$ cat src/rtl/uart_tx_ctrl.sv
// UART transmit controller: frame sequencing, LSB-first serializer and parity generator
// driving the TX_mux select lines. One clk cycle per bit period.
module uart_tx_ctrl #(
  parameter int DATA_WIDTH = 8
) (
  input  logic                  clk,
  input  logic                  rst,
  input  logic [DATA_WIDTH-1:0] p_data,
  input  logic                  data_valid,
  input  logic                  par_en,
  input  logic                  par_typ,
  output logic [2:0]            mux_sel,
  output logic                  ser_data,
  output logic                  par_bit,
  output logic                  busy
);

  localparam int CW = $clog2(DATA_WIDTH);
  localparam logic [CW-1:0] CNT_LAST = CW'(DATA_WIDTH - 1);

  localparam logic [2:0] SEL_START  = 3'b000;
  localparam logic [2:0] SEL_IDLE   = 3'b001;
  localparam logic [2:0] SEL_DATA   = 3'b010;
  localparam logic [2:0] SEL_PARITY = 3'b011;
  localparam logic [2:0] SEL_STOP   = 3'b100;

  typedef enum logic [2:0] {
    S_IDLE,
    S_START,
    S_DATA,
    S_PARITY,
    S_STOP
  } state_t;

  state_t                state_q, state_d;
  logic [DATA_WIDTH-1:0] shift_q, shift_d;
  logic [CW-1:0]         cnt_q, cnt_d;
  logic                  par_bit_q, par_bit_d;
  logic                  par_en_q, par_en_d;

  always_ff @(posedge clk) begin
    if (!rst) begin
      state_q   <= S_IDLE;
      shift_q   <= '0;
      cnt_q     <= '0;
      par_bit_q <= 1'b0;
      par_en_q  <= 1'b0;
    end else begin
      state_q   <= state_d;
      shift_q   <= shift_d;
      cnt_q     <= cnt_d;
      par_bit_q <= par_bit_d;
      par_en_q  <= par_en_d;
    end
  end

  always_comb begin
    state_d   = state_q;
    shift_d   = shift_q;
    cnt_d     = cnt_q;
    par_bit_d = par_bit_q;
    par_en_d  = par_en_q;

    unique case (state_q)
      S_IDLE, S_STOP: begin
        state_d = S_IDLE;
        // Accepting in STOP gives back-to-back frames with no idle bit between them.
        if (data_valid) begin
          state_d   = S_START;
          shift_d   = p_data;
          par_bit_d = (^p_data) ^ par_typ;
          par_en_d  = par_en;
          cnt_d     = '0;
        end
      end
      S_START: begin
        state_d = S_DATA;
        cnt_d   = '0;
      end
      S_DATA: begin
        shift_d = {1'b0, shift_q[DATA_WIDTH-1:1]};
        cnt_d   = cnt_q + 1'b1;
        if (cnt_q == CNT_LAST) begin
          cnt_d   = '0;
          state_d = par_en_q ? S_PARITY : S_STOP;
        end
      end
      S_PARITY: begin
        state_d = S_STOP;
      end
      default: begin
        state_d = S_IDLE;
      end
    endcase
  end

  always_comb begin
    mux_sel = SEL_IDLE;
    unique case (state_q)
      S_IDLE:   mux_sel = SEL_IDLE;
      S_START:  mux_sel = SEL_START;
      S_DATA:   mux_sel = SEL_DATA;
      S_PARITY: mux_sel = SEL_PARITY;
      S_STOP:   mux_sel = SEL_STOP;
      default:  mux_sel = SEL_IDLE;
    endcase
  end

  assign busy     = (state_q != S_IDLE);
  assign ser_data = shift_q[0];
  assign par_bit  = par_bit_q;

endmodule

$ cat config.mk
export PLATFORM = sky130hd
export DESIGN_NAME = uart_tx_ctrl
export DESIGN_NICKNAME = d
export VERILOG_FILES = /design/src/rtl/uart_tx_ctrl.sv
export SDC_FILE = /design/constraint.sdc
export NUM_CORES = 1
export LEC_CHECK = 0
export CORE_UTILIZATION = 48
export DETAILED_ROUTE_END_ITERATION = 10
export PLACE_DENSITY = 0.83
export SYNTH_ARGS = -nofsm -noshare
export SYNTH_HDL_FRONTEND = slang
export SYNTH_SLANG_ARGS = --single-unit
$ cat constraint.sdc
create_clock -name clk -period 1.45 [get_ports clk]
set_clock_uncertainty 0.05 [all_clocks]
set_input_delay 0.2175 -clock clk [delete_from_list [all_inputs] [get_ports clk]]
set_output_delay 0.2175 -clock clk [all_outputs]
set_load 0.005 [all_outputs]
==> metrics, run 1 <==
outcome=finished, violations left; failing checks=setup timing; top cells by instance count after synthesis=16 x dfxtp_1, 11 x a22oi_1, 8 x nand2_1; final hold vios=0; top cells by area, synth=dfxtp_1 38%, a22oi_1 9.8%, nor2b_1 5.2%, xnor2_1 5.2%, a21boi_0 3.6%; Sw Share=0.290; Worst EP arrival=1250 ps; post-synthesis cell type count=29; worst hold slack=412 ps; max-slew violation count=0; Num CTS Buffers=3; # IOs=19; GRT Overall Usage=0.230; final worst slack=-64.4 ps; Synth Register Bits=16; hpwl dp=1.25 mm; gr busiest metal=met2; Die Y=43.9 microns; Mapped Cells=90; Ys Warns=0; DRT Wirelength=1.89 mm; Placed Instances=129; CTS tree=yes; M2 GR Usage=0.394; post-synthesis sequential area ratio=0.380; Max clock buf depth=2; GR Util met3=0.0458; initial antenna violation count=0; layout cells sized above 1=0.384; Worst Setup Path Type=flip-flop to output port; vias in the first global route=793; Crit path required time=1180 ps; Yosys top cell by area=dfxtp_1; drt via density=5.44; clk_lat worst skew=290 ps; Pre-antenna DRT Iters=6; global-route wire length before repair=3.27 mm; Clk pwr share=0.236; P per Cell Area=979 nW/um^2; H-tree depth=1; grt ovf=0; Final Power=0.00126 W; CTS root buffer=clkbuf_4; FFs w/ async S/R, synth=0; total die area=1930 sq um; shortest period the worst path allows=1510 ps; Layout Cells excl Fill=141; Filler Cell Count=97; Core ar.=1580 sq um; n_diodes=0; Detail Route Antenna Nets=0; Hold WC Path Type=flip-flop to flip-flop; P_int=0.000892 W; number of flops mapped to enable cells by yosys=0; CTS sink cnt=16; Worst VDD drop=0.683 mV; via count=767; Yosys top cell area share=0.380; Initial Util=0.534; Post-synth top flop=dfxtp_1; Setup crit end kind=output port; sequential power share=0.404; Synthesized Nets=105; CP Launch Type=flip-flop; cell with the most instances after synthesis=dfxtp_1; RePlAce Congestion=0.817; Routed wire per std cell=13.4 microns; Avg Cell Area, Syn=9.36 sq um; largest net degree at the start of global routing=11; CP max FO=4; cell area after synthesis=842 sq um; drt drc=0; final net count=141; final setup vio count=5; Tcrit/Tclk final=1.04; Area growth syn-to-layout=52.5%; Reg clk slew, reported paths=90 ps; Max-slew headroom=0.756; max-cap violation count=0; die width=43.9 microns; Initial DRC Count=21; port bufs=18; LEAKAGE=0.519 nW; highest clock rate=0.660 GHz; P_sw=0.000365 W; slew at the pin closest to its max-slew limit=363 ps; row count=14; met1 usage=0.266; Logic pwr share=0.360; RSZ-0062 raised after global routing=yes
through the flow:
step,cell area (sq um),setup WS (ps),setup TNS (ps),utilization
global placement,1080,-223,-374,0.687
floorplan,842,143,0,-
CTS,1230,-132,-384,0.780
global route,1280,-115,-1090,0.814
finish,1280,-64.4,-135,0.814
detailed placement,1080,-313,-787,0.687
area by class of cell:
cell class                      instances  area (sq um)  area share
Multi-Input combinational cell         67           553       0.431
Timing Repair Buffer                   37           338       0.263
Sequential cell                        16           333       0.259
Clock buffer                            4          36.3      0.0283
Tap cell                               16          20.0      0.0156
Inverter                                1          3.75     0.00292
cell usage in the layout (no fill, tap or decap), types with 4 or more instances in the layout:
cell type	count
nand2_1	7
nor2_1	6
buf_6	10
buf_4	8
a22oi_1	8
xnor2_1	4
a21boi_1	6
dfxtp_1	12
clkdlybuf4s50_1	14
nor2b_1	6
final timing paths:
path	startpoint	endpoint	slack, ps	cells after the start
setup / recovery	state_q[1]	busy	-60	3
hold / removal	shift_q[5]	shift_q[5]	410	2
hold reg to reg	shift_q[5]	shift_q[5]	410	2
setup reg to reg	state_q[1]	par_en_q	-10	6
power by group through the flow:
stage,clock network [W],logic (W),registers (W)
after floorplan,0,0.000213,0.000504
after global placement,0,0.000336,0.000517
after detailed placement,0,0.000346,0.000519
after CTS,0.000300,0.000407,0.000503
after global routing,0.000318,0.000493,0.000512
final,0.000297,0.000453,0.000508
flip-flops by register name, indices dropped and copies added (netlist names):
| register | flops |
|---|---|
| cnt_q | 3 |
| shift_q | 8 |
| state_q | 3 |
| par_en_q | 1 |
| par_bit | 1 |
routing by layer:
layer,vias up,part of all wire,routed length [microns]
li1,386,-,-
met1,354,0.43,810
met2,22,0.51,959
met3,5,0.040,75
met4,0,0.023,43
met5,-,0,0
kinds of logic after synthesis:
kind of cell    after synthesis  synth area share
simple gates                 35             0.242
compound gates               21             0.178
flops                        16             0.380
xor+xnor                      7            0.0892
buf+inv                       7            0.0550
mux                           2            0.0253
fa+ha+maj                     2            0.0297
repair_timing:
| action | CTS | global route |
|---|---|---|
| endpoints found under the setup margin | 6 | 18 |
| hold buffers | 0 | 0 |
| resized for setup | 27 | 25 |
| gates cloned | 1 | 0 |
| hold endpoints to repair | 0 | 0 |
| setup buffers | 7 | 0 |
| pin swaps | 2 | 11 |
critical path: stages (launching register included):
cell,delay [ps]
dfxtp_4,360
buf_4,150
or3_1,330
clkbuf_2,110
No activity file was read; power rests on OpenSTA's default activity.
==> run 2, diff against run 1 <==
--- a/config.mk
+++ b/config.mk
@@ -5,6 +5,7 @@
 export SDC_FILE = /design/constraint.sdc
 export NUM_CORES = 1
 export LEC_CHECK = 0
+export CAP_MARGIN = 20
 export CORE_UTILIZATION = 48
 export DETAILED_ROUTE_END_ITERATION = 10
 export PLACE_DENSITY = 0.83
==> results of run 2 <==
The final DEF is identical to that of run 1; final timing and power are the same.
==> run 3, diff against run 2 <==
--- a/config.mk
+++ b/config.mk
@@ -9,6 +9,7 @@
 export CORE_UTILIZATION = 48
 export DETAILED_ROUTE_END_ITERATION = 10
 export PLACE_DENSITY = 0.83
+export RECOVER_POWER = 50
 export SYNTH_ARGS = -nofsm -noshare
 export SYNTH_HDL_FRONTEND = slang
 export SYNTH_SLANG_ARGS = --single-unit
==> metrics, run 3 (synthesis gave the netlist of run 1 again) <==
initial antenna violation count=0 (unchanged); H-tree depth=1 (unchanged); largest net degree at the start of global routing=11 (unchanged); Max-slew headroom=0.756 (unchanged); row count=14 (unchanged); die width=43.9 microns (unchanged); shortest period the worst path allows=1510 ps (unchanged); post-route cell area=1280 sq um (about the same); CTS sink cnt=16 (unchanged); Area growth syn-to-layout=52.3% (was 52.5%); FF/Latch Area=332 sq um (was 333 sq um); leading cell type in the layout, fill and taps excluded=clkdlybuf4s50_1 (unchanged); CTS root buffer=clkbuf_4 (unchanged); layout cells sized above 1=0.376 (was 0.384); slew at the pin closest to its max-slew limit=363 ps (unchanged); vias in the first global route=793 (unchanged); drt via density=5.44 (unchanged); Max clock buf depth=2 (unchanged); Filler Cell Count=97 (unchanged); CTS tree=yes (unchanged); DRT Wirelength=1.89 mm (unchanged); GRT Overall Usage=0.230 (unchanged); final setup vio count=5 (unchanged); Core ar.=1580 sq um (unchanged); Biggest register=shift_q (unchanged); via count=767 (unchanged); Placed Instances=129 (unchanged); n_diodes=0 (unchanged); RSZ-0062 raised after global routing=yes (unchanged); max-slew violation count=0 (unchanged); failing checks=setup timing (unchanged); RePlAce Congestion=0.817 (unchanged); highest clock rate=0.660 GHz (unchanged); area of the multi-input gates=553 sq um (unchanged); Initial Util=0.534 (unchanged); Detail Route Antenna Nets=0 (unchanged); Reg clk slew, reported paths=90 ps (about the same); Pre-antenna DRT Iters=6 (unchanged); final hold vios=0 (unchanged); post-placement cell area=1080 sq um (unchanged); Final Power=0.00126 W (about the same); global-route wire length before repair=3.27 mm (unchanged); Crit path required time=1180 ps (about the same); final net count=141 (unchanged); Initial DRC Count=21 (unchanged); final worst slack=-64.4 ps (unchanged); Routed wire per std cell=13.4 microns (unchanged); Largest regs=shift_q (8), cnt_q (3), state_q (3) (unchanged); commonest cells after routing, fill and taps aside=14 x clkdlybuf4s50_1, 13 x dfxtp_1, 10 x buf_6 (was 14 x clkdlybuf4s50_1, 12 x dfxtp_1, 10 x buf_6); drt drc=0 (unchanged); Worst Setup Path Type=flip-flop to output port (unchanged); port bufs=18 (unchanged); Worst EP arrival=1250 ps (about the same); grt ovf=0 (unchanged); max reg flops=8 (unchanged); max-cap violation count=0 (unchanged); # IOs=19 (unchanged); outcome=finished, violations left (unchanged); Layout Cells excl Fill=141 (unchanged); Tcrit/Tclk final=1.04 (unchanged); Die Y=43.9 microns (unchanged); Num CTS Buffers=3 (unchanged); hpwl dp=1.25 mm (unchanged); Worst VDD drop=0.683 mV (about the same); Setup crit end kind=output port (unchanged); register-to-register setup slack=-10 ps (about the same); clk_lat worst skew=290 ps (about the same); LEAKAGE=0.519 nW (about the same); CP max FO=4 (unchanged); Hold WC Path Type=flip-flop to flip-flop (unchanged); P per Cell Area=980 nW/um^2 (was 979 nW/um^2); total die area=1930 sq um (unchanged); CP Launch Type=flip-flop (unchanged)
run 3: report_power, final:
part	switching, W	internal [W]	leakage (nW)
logic	0.000194	0.000259	0.365
clock network	0.000143	0.000153	0.0210
registers	0.0000275	0.000479	0.133
run 3: worst paths after layout:
path,from,end,cells after the start
max,state_q[1],busy,3
min,shift_q[5],shift_q[5],2
max reg2reg,state_q[1],par_en_q,6
min reg2reg,shift_q[5],shift_q[5],2
run 3: layout make-up:
cell class	instances	share of cell area
Clock buffer	4	0.0283
Inverter	1	0.00293
Timing Repair Buffer	37	0.263
Tap cell	16	0.0156
Sequential cell	16	0.259
Multi-Input combinational cell	67	0.431
run 3: metrics by stage:
stage	TNS, ps	setup WS [ps]	hold slack [ps]	utilization
floorplan	0	143	321	-
global placement	-374	-223	394	0.687
detailed placement	-787	-313	404	0.687
CTS	-384	-132	412	0.780
global route	-1100	-115	438	0.813
finish	-135	-64.4	412	0.813
run 3: routing by layer:
layer | vias to the layer above | global-route usage | wire length (microns)
li1 | 386 | - | -
met1 | 354 | 0.266 | 810
met2 | 22 | 0.394 | 959
met3 | 5 | 0.0458 | 75
met4 | 0 | 0.127 | 43
met5 | - | 0 | 0
run 3: what timing repair did:
item,in CTS,in global routing
hold buffers,0,0
pin swaps,2,11
setup endpoints to repair,6,18
setup buffers,7,0
gates resized for setup,27,25
cloned,1,0
run 3: worst max-delay path, cell delays in order (launching register included):
cell      delay [ps]
dfxtp_4          360
buf_4            150
or3_1            330
clkbuf_2         110
